==> config.mk <==
export PLATFORM = sky130hd
export DESIGN_NAME = irq_coalescer
export DESIGN_NICKNAME = d
export VERILOG_FILES = /design/src/rtl/netdma_irq_pkg.sv /design/src/rtl/sat_counter.sv /design/src/rtl/irq_coalescer.sv
export SDC_FILE = /design/constraint.sdc
export NUM_CORES = 1
export LEC_CHECK = 0
export BUFFER_PORTS_ARGS = -buffer_cell sky130_fd_sc_hd__buf_2
export CAP_MARGIN = 20
export CORE_ASPECT_RATIO = 2
export CORE_UTILIZATION = 23
export CTS_BUF_LIST = sky130_fd_sc_hd__clkbuf_8 sky130_fd_sc_hd__clkbuf_16
export CTS_CLUSTER_DIAMETER = 120
export CTS_CLUSTER_SIZE = 24
export DETAILED_ROUTE_END_ITERATION = 8
export GPL_ROUTABILITY_DRIVEN = 0
export HOLD_SLACK_MARGIN = 0.08
export SLEW_MARGIN = 40
export SYNTH_ARGS = -nofsm -noshare
export SYNTH_HDL_FRONTEND = slang
export SYNTH_SLANG_ARGS = --single-unit
==> constraint.sdc <==
create_clock -name clk_i -period 6 [get_ports clk_i]
set_clock_uncertainty 0.15 [all_clocks]
set_input_delay 0.6 -clock clk_i [delete_from_list [all_inputs] [get_ports clk_i]]
set_output_delay 0.6 -clock clk_i [all_outputs]
set_load 0.01 [all_outputs]
==> src/rtl/netdma_irq_pkg.sv <==
`default_nettype none
// ============================================================================
// Module   : netdma_irq_pkg
// Purpose  : Shared types for the interrupt coalescer.
//            Provides the coalescer FSM state enumeration.
// Ports    : (package - no ports)
// Revision : 1.0 - initial release
// ============================================================================
package netdma_irq_pkg;

  localparam int STATE_W = 2;

  // IDLE : no batch open, live counter is zero
  // WAIT : batch open, counting events and cycles
  // IRQ  : interrupt raised, waiting for acknowledge
  typedef enum logic [STATE_W-1:0] {
    ST_IDLE = 2'd0,
    ST_WAIT = 2'd1,
    ST_IRQ  = 2'd2
  } irq_state_e;

endpackage : netdma_irq_pkg
`default_nettype wire

==> src/rtl/sat_counter.sv <==
`default_nettype none
// ============================================================================
// Module   : sat_counter
// Purpose  : Saturating up-counter with synchronous clear and load-one.
//            Priority: clear > load-one > increment. Never wraps.
// Ports    : clk_i    - clock, rising edge
//            rst_n_i  - asynchronous active-low reset (count -> 0)
//            clr_i    - synchronous clear to 0
//            load1_i  - synchronous load of the value 1
//            inc_i    - increment by one, holding at all-ones
//            cnt_o    - current count
//            sat_o    - count is at all-ones
// Revision : 1.0 - initial release
// ============================================================================
module sat_counter #(
  parameter int W = 16
) (
  input  logic         clk_i,
  input  logic         rst_n_i,
  input  logic         clr_i,
  input  logic         load1_i,
  input  logic         inc_i,
  output logic [W-1:0] cnt_o,
  output logic         sat_o
);

  localparam logic [W-1:0] MAX_VAL = '1;

  logic [W-1:0] cnt_q;
  logic [W-1:0] cnt_d;

  assign sat_o = (cnt_q == MAX_VAL);
  assign cnt_o = cnt_q;

  always_comb begin
    cnt_d = cnt_q;
    if (clr_i) begin
      cnt_d = '0;
    end else if (load1_i) begin
      cnt_d = W'(1);
    end else if (inc_i && !sat_o) begin
      cnt_d = cnt_q + W'(1);
    end
  end

  always_ff @(posedge clk_i or negedge rst_n_i) begin
    if (!rst_n_i) begin
      cnt_q <= '0;
    end else begin
      cnt_q <= cnt_d;
    end
  end

endmodule : sat_counter
`default_nettype wire

==> src/rtl/irq_coalescer.sv <==
`default_nettype none
// ============================================================================
// Module   : irq_coalescer
// Purpose  : Interrupt coalescer. Collects single-cycle event pulses into
//            batches and raises a level interrupt when either the event
//            threshold is met or the batch timeout expires. Events arriving
//            while the interrupt is pending are carried into the next batch.
// Ports    : clk_i        - clock, rising edge
//            rst_n_i      - asynchronous active-low reset
//            enable_i     - coalescer enable; low clears everything next edge
//            event_i      - one event per high cycle
//            thresh_i     - events per interrupt (0 behaves as 1), used live
//            timeout_i    - cycles from first batch event to forced IRQ,
//                           0 disables the timer, used live
//            ack_i        - interrupt acknowledge (ignored unless in IRQ)
//            irq_o        - registered level interrupt request
//            batch_cnt_o  - event count of the batch that raised irq_o
//            sat_o        - sticky: live counter saturated since last ack
// Revision : 1.0 - initial release
// ============================================================================
module irq_coalescer
  import netdma_irq_pkg::*;
#(
  parameter int CNT_W = 16,
  parameter int TMR_W = 16
) (
  input  logic             clk_i,
  input  logic             rst_n_i,
  input  logic             enable_i,
  input  logic             event_i,
  input  logic [CNT_W-1:0] thresh_i,
  input  logic [TMR_W-1:0] timeout_i,
  input  logic             ack_i,
  output logic             irq_o,
  output logic [CNT_W-1:0] batch_cnt_o,
  output logic             sat_o
);

  localparam logic [CNT_W-1:0] CNT_MAX = '1;

  irq_state_e       state_q, state_d;
  logic             irq_q, irq_d;
  logic [CNT_W-1:0] batch_q, batch_d;
  logic             sat_q, sat_d;

  logic             cnt_clr, cnt_ld1, cnt_inc;
  logic             tmr_clr, tmr_ld1, tmr_inc;
  logic             ack_ok;

  logic [CNT_W-1:0] cnt_val;
  logic             cnt_sat;
  logic [TMR_W-1:0] tmr_val;
  logic             tmr_sat;

  logic [CNT_W-1:0] thr_eff;
  logic [CNT_W-1:0] cnt_evt;
  logic             thr_hit;
  logic             tmo_hit;
  logic             sat_hit;

  // --------------------------------------------------------------------------
  // Live event counter and batch timer
  // --------------------------------------------------------------------------
  sat_counter #(.W(CNT_W)) u_cnt (
    .clk_i   (clk_i),
    .rst_n_i (rst_n_i),
    .clr_i   (cnt_clr),
    .load1_i (cnt_ld1),
    .inc_i   (cnt_inc),
    .cnt_o   (cnt_val),
    .sat_o   (cnt_sat)
  );

  sat_counter #(.W(TMR_W)) u_tmr (
    .clk_i   (clk_i),
    .rst_n_i (rst_n_i),
    .clr_i   (tmr_clr),
    .load1_i (tmr_ld1),
    .inc_i   (tmr_inc),
    .cnt_o   (tmr_val),
    .sat_o   (tmr_sat)
  );

  // --------------------------------------------------------------------------
  // Trigger conditions (threshold and timeout are used live)
  // --------------------------------------------------------------------------
  assign thr_eff = (thresh_i == '0) ? CNT_W'(1) : thresh_i;

  // Count including this cycle's event, held at all-ones.
  assign cnt_evt = (event_i && !cnt_sat) ? (cnt_val + CNT_W'(1)) : cnt_val;
  assign thr_hit = (cnt_evt >= thr_eff);

  // A saturated timer is at or above any programmable timeout.
  assign tmo_hit = (timeout_i != '0) && (tmr_sat || (tmr_val >= timeout_i));

  // Saturation "occurs" only when an event is counted into the top value;
  // a counter that merely sits at all-ones does not re-arm the sticky flag.
  assign sat_hit = enable_i && event_i && (cnt_evt == CNT_MAX);

  // --------------------------------------------------------------------------
  // Next-state / control
  // --------------------------------------------------------------------------
  always_comb begin
    state_d = state_q;
    batch_d = batch_q;
    cnt_clr = 1'b0;
    cnt_ld1 = 1'b0;
    cnt_inc = 1'b0;
    tmr_clr = 1'b0;
    tmr_ld1 = 1'b0;
    tmr_inc = 1'b0;
    ack_ok  = 1'b0;

    if (!enable_i) begin
      state_d = ST_IDLE;
      batch_d = '0;
      cnt_clr = 1'b1;
      tmr_clr = 1'b1;
    end else begin
      case (state_q)
        ST_IDLE: begin
          if (event_i) begin
            // Live count is zero here, so thr_hit means threshold of one.
            if (thr_hit) begin
              state_d = ST_IRQ;
              batch_d = cnt_evt;
              cnt_clr = 1'b1;
              tmr_clr = 1'b1;
            end else begin
              state_d = ST_WAIT;
              cnt_ld1 = 1'b1;
              tmr_ld1 = 1'b1;
            end
          end
        end

        ST_WAIT: begin
          if (thr_hit || tmo_hit) begin
            state_d = ST_IRQ;
            batch_d = cnt_evt;
            cnt_clr = 1'b1;
            tmr_clr = 1'b1;
          end else begin
            cnt_inc = event_i;
            tmr_inc = 1'b1;
          end
        end

        ST_IRQ: begin
          if (ack_i) begin
            ack_ok = 1'b1;
            // Always leave IRQ for at least one cycle; a carried-over batch
            // that already meets the threshold re-fires from WAIT.
            if (cnt_evt == '0) begin
              state_d = ST_IDLE;
              cnt_clr = 1'b1;
              tmr_clr = 1'b1;
            end else begin
              state_d = ST_WAIT;
              cnt_inc = event_i;
              tmr_ld1 = 1'b1;
            end
          end else begin
            cnt_inc = event_i;
            tmr_clr = 1'b1;
          end
        end

        default: begin
          state_d = ST_IDLE;
          cnt_clr = 1'b1;
          tmr_clr = 1'b1;
        end
      endcase
    end
  end

  assign irq_d = (state_d == ST_IRQ);

  always_comb begin
    sat_d = sat_q;
    if (!enable_i) begin
      sat_d = 1'b0;
    end else if (sat_hit) begin
      sat_d = 1'b1;
    end else if (ack_ok) begin
      sat_d = 1'b0;
    end
  end

  // --------------------------------------------------------------------------
  // State and output registers
  // --------------------------------------------------------------------------
  always_ff @(posedge clk_i or negedge rst_n_i) begin
    if (!rst_n_i) begin
      state_q <= ST_IDLE;
      irq_q   <= 1'b0;
      batch_q <= '0;
      sat_q   <= 1'b0;
    end else begin
      state_q <= state_d;
      irq_q   <= irq_d;
      batch_q <= batch_d;
      sat_q   <= sat_d;
    end
  end

  assign irq_o       = irq_q;
  assign batch_cnt_o = batch_q;
  assign sat_o       = sat_q;

endmodule : irq_coalescer
`default_nettype wire

==> qor.yml, run 1 <==
synthesis:
  syn_avg_cell_area_um2: 8.40
  ys_seq_elements: 52
  yosysWarnings: 0
  synthesis.instances: 495
  synth-main-ff-cell: "dfrtp_1"
  synthDistinctLibCells: 54
  synth-edff-count: 0
  async_reset_ff_frac: 1.00
  synth_fp_nets: 570
  netlist_area_um2: 4160
  ys_seq_area_frac: 0.313
route:
  drtIter0Drc: 121
  vias: 3720
  first_pass_iters: 4
  wl_per_cell_um: 16.1
  drc_errors: 0
  via_per_inst: 4.95
  routed_wl_um: 12100
  antenna_left: 0
clocking:
  numCtsBuffers: 5
  cts_hold_buf: 0
  cts_resized: 0
  insertion_delay_ns: 0.30
  post_cts_buffers: 0
  path_clk_slew_ns: 0.08
  h-tree-depth: 2
  cts_num_sinks: 52
  clk_path_buf_depth: 2
  cts-root-buf: "clkbuf_16"
  tritoncts: "yes"
setup_path:
  start_kind: "flip-flop"
  r2r_slack_ns: 0.86
  endpoint_kind: "flip-flop"
  rr_startpoint: "u_cnt.cnt_o[7]"
  worstReg2RegEnd: "batch_cnt_o[8]"
  crit_path_max_fanout: 12
  cp.arrival_ns: 5.17
  crit_type: "reg2reg"
  worst_r2r_path_depth: 16
  cp.required_ns: 6.04
power_and_ir_drop:
  p_leak_nw: 2.21
  fin_total_pwr_mw: 0.739
  max-vdd-ir-drop_v: 0.000109
  p_per_area_nw_per_um2: 155
placement:
  port_buffers: 54
  placed_cells: 744
  dp_hpwl_um: 9600
timing:
  worst_pin_slew_ns: 0.827
  hold_viol_final: 0
  finalSetupTns_ns: 0
  slew_viol_final: 0
  hold_slack_ns: 0.273
  slew_headroom: 0.447
  period_share: 0.856
  rsz0062_at_grt: "no"
  clock.fmax_mhz: 195
  setup_viol: 0
  period_needed_ns: 5.14
cells_and_area:
  diodes: 0
  drive_gt1_frac: 0.141
  area_growth_pct: 14.9
  final_common_cell: "buf_2"
  mostFrequentLayoutCells: "buf_2 (54), dfrtp_1 (52), inv_1 (45), nor2_1 (44), ha_1 (38)"
  final_cell_count_no_fill: 752
  fin_nets: 613
floorplanning:
  core_area_um2: 17700
  die_w_um: 97.1
  rows: 69
  dieArea_um2: 18700
  io_pins: 55
  start_util: 0.235
  die_y_um: 192
flow_run:
  cap_violations: 0
status:
  status: "complete, no violations"
grt:
  grt_start_max_net_pins: 53
  track_usage: 0.130
  antenna_found_initial: 0
  grt_pass1_vias: 3711
  grt_first_pass_wirelength_um: 19300
  gr-total-overflow: 0
worst_hold_path:
  hp-class: "in2async"
## worst max-delay path by stage
stage / start / end / slack (ns) / depth (start not counted)
3_3_place_gp: u_cnt.cnt_o[7] / batch_cnt_o[0] / 0.92 / 16
3_5_place_dp: u_cnt.cnt_o[0] / batch_cnt_o[8] / 0.92 / 16
2_1_floorplan: u_cnt.cnt_o[1] / u_tmr.cnt_o[10] / 1.88 / 17
4_1_cts: u_cnt.cnt_o[0] / batch_cnt_o[8] / 0.90 / 16
6_report: u_cnt.cnt_o[7] / batch_cnt_o[8] / 0.86 / 16
5_1_grt: u_cnt.cnt_o[7] / batch_cnt_o[8] / 0.38 / 16
## registers in the layout (all words and copies together), names as in the netlist
name	flops
batch_cnt_o	16
u_cnt.cnt_o	16
u_tmr.cnt_o	16
state_q	2
irq_o	1
sat_o	1
## worst max-delay path: stages, from the launching register on
cell and delay, ns:
dfrtp_1 0.57, nand4_1 0.44, nor4_1 0.64, nand3_1 0.22
nor2_1 0.15, xnor2_1 0.22, inv_1 0.09, ha_1 0.31
nand2_1 0.07, nor2_1 0.13, nand3_1 0.16, o21ai_0 0.50
nor2_1 0.16, o21ai_2 0.61, buf_4 0.34, mux2i_1 0.21
nor2_1 0.05
## synthesized netlist by cell type (6+ instances only)
cell      instances  area, µm²
o21ai_0          15       75.1
nand3_1          18       90.1
or3_1             6       37.5
a21oi_1          21        105
inv_1            45        169
clkbuf_1         10       37.5
mux2i_1          14        140
dfrtp_1          52       1300
xor2_1           19        166
buf_2            11       55.1
nand4_1          24        150
nand2_1          33        124
ha_1             38        475
nor4_1           16        100
nor2b_1           7       43.8
nor3_1           20        100
xnor2_1          13        114
o21a_1           20        150
nor2_1           44        165
## through the flow
step | worst slack (ns) | util | cell area, µm²
after global routing | 0.383 | 0.270 | 4780
after global placement | 0.922 | 0.262 | 4630
after detailed placement | 0.923 | 0.262 | 4630
final | 0.862 | 0.270 | 4780
after floorplan | 1.88 | - | 4160
after CTS | 0.896 | 0.270 | 4780
## report_power, final
group | total, mW | switching (mW) | internal [mW] | leakage, nW
clock | 0.300 | 0.144 | 0.156 | 0.0702
sequential | 0.355 | 0.00326 | 0.352 | 0.724
combinational | 0.0844 | 0.0532 | 0.0312 | 1.42
## cell type report
type	count	area, µm²
repair buffers	63	338
fillers	1904	12900
multi-input cells	370	2560
well taps	213	267
clock inverters	3	21.3
clock buffers	5	125
flip-flops and latches	52	1300
inverters	46	173
## cells by family after synthesis
logic type,after synthesis,synth area share
XOR/XNOR,32,0.0674
AND/OR/NAND/NOR,191,0.237
flip-flops,52,0.313
AO/OA/AOI/OAI,95,0.161
buffers and inverters,73,0.0737
adder cells (fa/ha/maj),38,0.114
multiplexers,14,0.0337
## routing by layer
layer  vias to the layer above  part of all wire  track usage
met3                        31             0.015      0.00619
met4                         0             0.050       0.0809
met2                        56              0.58        0.267
met1                      1768              0.36        0.124
li1                       1865                 -            -
met5                         -                 0            0
(Power assumes the default switching activity.)
==> inputs of run 2 (changes only) <==
- BUFFER_PORTS_ARGS: -buffer_cell sky130_fd_sc_hd__buf_2 -> unset
- CORE_UTILIZATION: 23 -> 35
- DONT_BUFFER_PORTS: unset -> 1
==> run 2 against run 1 <==
Effect of this change: non-clock buffer count shrank 56; cell count shrank 16%; die area shrank 34%; routed wire length grew 0.46%; combinational power shrank 18%; global-route usage grew 7.0 points; register-to-register slack lost 0.09 ns; first-iteration DRC count grew 31%; maximum frequency shrank 1.7%; final area shrank 6.4%; critical path depth is the same; largest cell class unchanged; largest power group unchanged.
==> qor.yml, run 2 (synthesis gave the netlist of run 1 again) <==
route:
  vias: 3659  # was 3720
  routed_wl_um: 12100  # about the same
  wl_per_cell_um: 19.3  # was 16.1 µm
  antenna_left: 0  # unchanged
  first_pass_iters: 4  # unchanged
  drtIter0Drc: 158  # was 121
  via_per_inst: 5.83  # was 4.95
  drc_errors: 0  # unchanged
floorplanning:
  io_pins: 55  # unchanged
  core_area_um2: 11600  # was 17700 µm²
  dieArea_um2: 12400  # was 18700 µm²
  die_y_um: 156  # was 192 µm
  die_w_um: 79.1  # was 97.1 µm
  start_util: 0.358  # was 0.235
  rows: 56  # was 69
placement:
  preCtsSetupSlack_ns: 0.771  # was 0.923 ns
  placed_cells: 618  # was 744
  dp_hpwl_um: 9760  # was 9600 µm
  placed_cell_area_um2: 4250  # was 4630 µm²
  port_buffers: 0  # was 54
timing:
  setup_ws_ns: 0.775  # was 0.862 ns
  rsz0062_at_grt: "no"  # unchanged
  slew_viol_final: 0  # unchanged
  hold_viol_final: 0  # unchanged
  clock.fmax_mhz: 191  # was 195 MHz
  finalSetupTns_ns: 0  # unchanged
  period_needed_ns: 5.22  # was 5.14 ns
  period_share: 0.871  # was 0.856
  worst_pin_slew_ns: 0.802  # was 0.827 ns
  setup_viol: 0  # unchanged
  slew_headroom: 0.464  # was 0.447
  hold_slack_ns: 0.286  # was 0.273 ns
clocking:
  tritoncts: "yes"  # unchanged
  path_clk_slew_ns: 0.07  # was 0.08 ns
  cts_num_sinks: 52  # unchanged
  cts_hold_buf: 2  # was 0
  h-tree-depth: 2  # unchanged
  post_cts_buffers: 0  # unchanged
  cts-root-buf: "clkbuf_16"  # unchanged
  cts_resized: 0  # unchanged
  numCtsBuffers: 5  # unchanged
  insertion_delay_ns: 0.30  # about the same
  clk_path_buf_depth: 2  # unchanged
power_and_ir_drop:
  p_per_area_nw_per_um2: 172  # was 155 nW/µm²
  max-vdd-ir-drop_v: 0.000106  # was 0.000109 V
  p_leak_nw: 2.00  # was 2.21 nW
  fin_total_pwr_mw: 0.768  # was 0.739 mW
setup_path:
  crit_top_cell: "a21oi_1"  # was nor2_1
  cp_slowest_cell: "nor4_1"  # unchanged
  crit_type: "reg2reg"  # unchanged
  endpoint_kind: "flip-flop"  # unchanged
  crit_path_max_fanout: 29  # was 12
  max_stage_delay_ns: 0.67  # was 0.64 ns
  path_cells: "nand4_1, nor4_1, nand3_1, nor2_1, xnor2_1, inv_1, ha_1, a21oi_1, o21ai_0, a21oi_1, o211ai_1, o21ai_0, o311ai_2, buf_4, or4_1, a21oi_1"  # was nand4_1, nor4_1, nand3_1, nor2_1, xnor2_1, inv_1, ha_1, nand2_1, nor2_1, nand3_1, o21ai_0, nor2_1, o21ai_2, buf_4, mux2i_1, nor2_1
  cp.required_ns: 6.07  # was 6.04 ns
  start_kind: "flip-flop"  # unchanged
  cp.arrival_ns: 5.30  # was 5.17 ns
cells_and_area:
  mostFrequentLayoutCells: "dfrtp_1 (52), inv_1 (45), nor2_1 (44), ha_1 (38), nand2_1 (33)"  # was buf_2 (54), dfrtp_1 (52), inv_1 (45), nor2_1 (44), ha_1 (38)
  area_growth_pct: 7.58  # was 14.9%
  drive_gt1_frac: 0.0393  # was 0.141
  fin_area_um2: 4480  # was 4780 µm²
  final_common_cell: "dfrtp_1"  # was buf_2
  diodes: 0  # unchanged
  final_cell_count_no_fill: 628  # was 752
  final_util: 0.385  # was 0.270
  fin_nets: 557  # was 613
flow_run:
  cap_violations: 0  # unchanged
grt:
  grt_first_pass_wirelength_um: 18600  # was 19300 µm
  antenna_found_initial: 0  # unchanged
  gr-total-overflow: 0  # unchanged
  track_usage: 0.201  # was 0.130
  grt_start_max_net_pins: 53  # unchanged
  grt_pass1_vias: 3566  # was 3711
status:
  status: "complete, no violations"  # unchanged
worst_hold_path:
  hp-class: "in2reg"  # was in2async
run 2: power breakdown:
group / leakage, nW / internal [mW] / switching (mW)
Combinational: 1.18 / 0.0247 / 0.0443
Sequential: 0.724 / 0.352 / 0.00320
Clock: 0.0871 / 0.209 / 0.134
run 2: worst max-delay path: cells and delay by family (launching register included):
family / cells / cell delay [ns]
AO/OA/AOI/OAI: 7 / 1.47
XOR/XNOR: 1 / 0.25
adder cells (fa/ha/maj): 1 / 0.33
buffers and inverters: 2 / 0.34
flip-flops: 1 / 0.58
AND/OR/NAND/NOR: 5 / 2.02
run 2: final timing paths:
check                                startpoint              end  slack (ns)  cells after the start
worst min-delay path                   enable_i  batch_cnt_o[15]        0.29                      1
worst max register to register   u_cnt.cnt_o[8]  u_cnt.cnt_o[12]        0.78                     16
max in group asynchronous               rst_n_i   u_cnt.cnt_o[8]        4.81                      2
worst max-delay path             u_cnt.cnt_o[8]  u_cnt.cnt_o[12]        0.78                     16
min in group asynchronous               rst_n_i   batch_cnt_o[0]        0.67                      2
worst min register to register  u_tmr.cnt_o[15]  u_tmr.cnt_o[15]        0.44                      2
run 2: area by class of cell:
class                           instances  area [µm²]
Clock buffer                            6         139
Inverter                               46         173
Clock inverter                          2        38.8
Tap cell                              145         181
Timing Repair Buffer                    7        75.1
Multi-Input combinational cell        370        2570
Sequential cell                        52        1300
Fill cell                            1215        7160
run 2: metal layers:
metal	GRT usage	vias up	wire length, µm
li1	-	1757	-
met1	0.170	1750	3890
met2	0.416	108	7240
met3	0.0298	44	409
met4	0.112	0	592
met5	0	-	0
==> inputs of run 3 (changes only) <==
- MAX_ROUTING_LAYER: unset -> met4
==> run 3 against run 2 <==
Effect of this change: cell count unchanged; critical path depth is the same; die area unchanged; via count increased by 0.19%; routed wire length rose by 0.28%; first-iteration DRC count up 3.2%; critical endpoint unchanged.
==> qor.yml, run 3 (synthesis gave the netlist of run 1 again) <==
setup_path:
  worst_r2r_path_depth: 16  # unchanged
  start_kind: "flip-flop"  # unchanged
  endpoint_kind: "flip-flop"  # unchanged
  crit_type: "reg2reg"  # unchanged
  cp.arrival_ns: 5.33  # was 5.30 ns
  crit_path_max_fanout: 29  # unchanged
  cp.required_ns: 6.08  # was 6.07 ns
clocking:
  cts_num_sinks: 52  # unchanged
  numCtsBuffers: 5  # unchanged
  cts_resized: 0  # unchanged
  cts-root-buf: "clkbuf_16"  # unchanged
  clk_path_buf_depth: 2  # unchanged
  post_cts_buffers: 0  # unchanged
  h-tree-depth: 2  # unchanged
  path_clk_slew_ns: 0.07  # about the same
  tritoncts: "yes"  # unchanged
  insertion_delay_ns: 0.30  # about the same
route:
  wl_per_cell_um: 19.4  # was 19.3 µm
  vias: 3666  # was 3659
  drtIter0Drc: 163  # was 158
  antenna_left: 0  # unchanged
  via_per_inst: 5.84  # was 5.83
  drc_errors: 0  # unchanged
  routed_wl_um: 12200  # was 12100 µm
  first_pass_iters: 4  # unchanged
power_and_ir_drop:
  max-vdd-ir-drop_v: 0.000107  # was 0.000106 V
  sw_frac_of_total: 0.238  # was 0.237
  p_leak_nw: 2.00  # about the same
  p_comb_frac: 0.090  # about the same
  power.internal_mw: 0.586  # about the same
  p_seq_frac: 0.462  # was 0.463
  switchingPower_mw: 0.183  # was 0.182 mW
  p_per_area_nw_per_um2: 172  # about the same
  clkPwrFrac: 0.448  # was 0.447
grt:
  grt_start_max_net_pins: 53  # unchanged
  grt_pass1_vias: 3559  # was 3566
  gr-total-overflow: 0  # unchanged
  grt_first_pass_wirelength_um: 18600  # about the same
  track_usage: 0.206  # was 0.201
  antenna_found_initial: 0  # unchanged
floorplanning:
  rows: 56  # unchanged
  die_y_um: 156  # unchanged
  die_w_um: 79.1  # unchanged
  start_util: 0.358  # unchanged
  dieArea_um2: 12400  # unchanged
  core_area_um2: 11600  # unchanged
  io_pins: 55  # unchanged
placement:
  placed_cells: 618  # unchanged
  dp_hpwl_um: 9760  # unchanged
  port_buffers: 0  # unchanged
  placed_cell_area_um2: 4250  # unchanged
cells_and_area:
  final_common_cell: "dfrtp_1"  # unchanged
  fin_area_um2: 4480  # about the same
  drive_gt1_frac: 0.0414  # was 0.0393
  final_cell_count_no_fill: 628  # unchanged
  fin_nets: 557  # unchanged
  area_growth_pct: 7.70  # was 7.58%
  diodes: 0  # unchanged
  mostFrequentLayoutCells: "dfrtp_1 (52), inv_1 (45), nor2_1 (44), ha_1 (38), nand2_1 (33)"  # unchanged
timing:
  slew_viol_final: 0  # unchanged
  period_share: 0.875  # was 0.871
  worst_pin_slew_ns: 0.650  # was 0.802 ns
  setup_viol: 0  # unchanged
  period_needed_ns: 5.25  # was 5.22 ns
  finalSetupTns_ns: 0  # unchanged
  clock.fmax_mhz: 190  # was 191 MHz
  slew_headroom: 0.563  # was 0.464
  hold_slack_ns: 0.284  # was 0.286 ns
  rsz0062_at_grt: "no"  # unchanged
  hold_viol_final: 0  # unchanged
flow_run:
  cap_violations: 0  # unchanged
worst_hold_path:
  hp-class: "in2reg"  # unchanged
  hold_depth: 1  # unchanged
status:
  status: "complete, no violations"  # unchanged
==> run 3: path summary, 6_finish.rpt <==
check | from | endpoint | slack [ns]
worst min-delay path | enable_i | batch_cnt_o[15] | 0.28
worst max-delay path | u_cnt.cnt_o[8] | u_cnt.cnt_o[12] | 0.75
worst min register to register | u_tmr.cnt_o[15] | u_tmr.cnt_o[15] | 0.44
max in group asynchronous | rst_n_i | u_cnt.cnt_o[8] | 4.81
min in group asynchronous | rst_n_i | batch_cnt_o[0] | 0.67
worst max register to register | u_cnt.cnt_o[8] | u_cnt.cnt_o[12] | 0.75
==> run 3: layout make-up <==
cell class	count	area (µm²)
clock inverters	2	38.8
flip-flops and latches	52	1300
multi-input cells	370	2570
clock buffers	6	139
repair buffers	7	75.1
fillers	1214	7150
inverters	46	173
well taps	145	181
==> run 3: layer usage <==
layer	vias up	routed length [µm]	track usage
met4	0	559	0.109
met3	38	367	0.0287
met5	-	0	-
met2	107	7240	0.417
li1	1755	-	-
met1	1766	3990	0.172
==> run 3: power groups by stage <==
stage / clock network [mW] / logic [mW] / registers (mW)
after global placement: 0 / 0.0573 / 0.362
after detailed placement: 0 / 0.0589 / 0.362
after CTS: 0.357 / 0.0695 / 0.355
after floorplan: 0 / 0.0457 / 0.361
final: 0.344 / 0.0691 / 0.355
after global routing: 0.364 / 0.0765 / 0.355
==> run 3: repair_timing <==
action	CTS	global route
setup endpoints to repair	0	0
hold endpoints to repair	52	0
hold buffers	2	0
==> run 3: worst max-delay path: stages (launching register included) <==
cell and delay (ns):
dfrtp_1 0.60, nand4_1 0.48, nor4_1 0.67, nand3_1 0.26, nor2_1 0.18, xnor2_1 0.25, inv_1 0.09, ha_1 0.33
a21oi_1 0.18, o21ai_0 0.12, a21oi_1 0.16, o211ai_1 0.26, o21ai_0 0.43, o311ai_2 0.17, buf_4 0.25, or4_1 0.43
a21oi_1 0.15
==> run 3: metrics by stage <==
stage | power (mW) | util | worst slack (ns)
2_1_floorplan | 0.406 | - | 1.88
3_3_place_gp | 0.419 | 0.365 | 0.912
3_5_place_dp | 0.421 | 0.365 | 0.771
4_1_cts | 0.781 | 0.384 | 0.743
5_1_grt | 0.796 | 0.385 | 0.496
6_report | 0.769 | 0.385 | 0.750
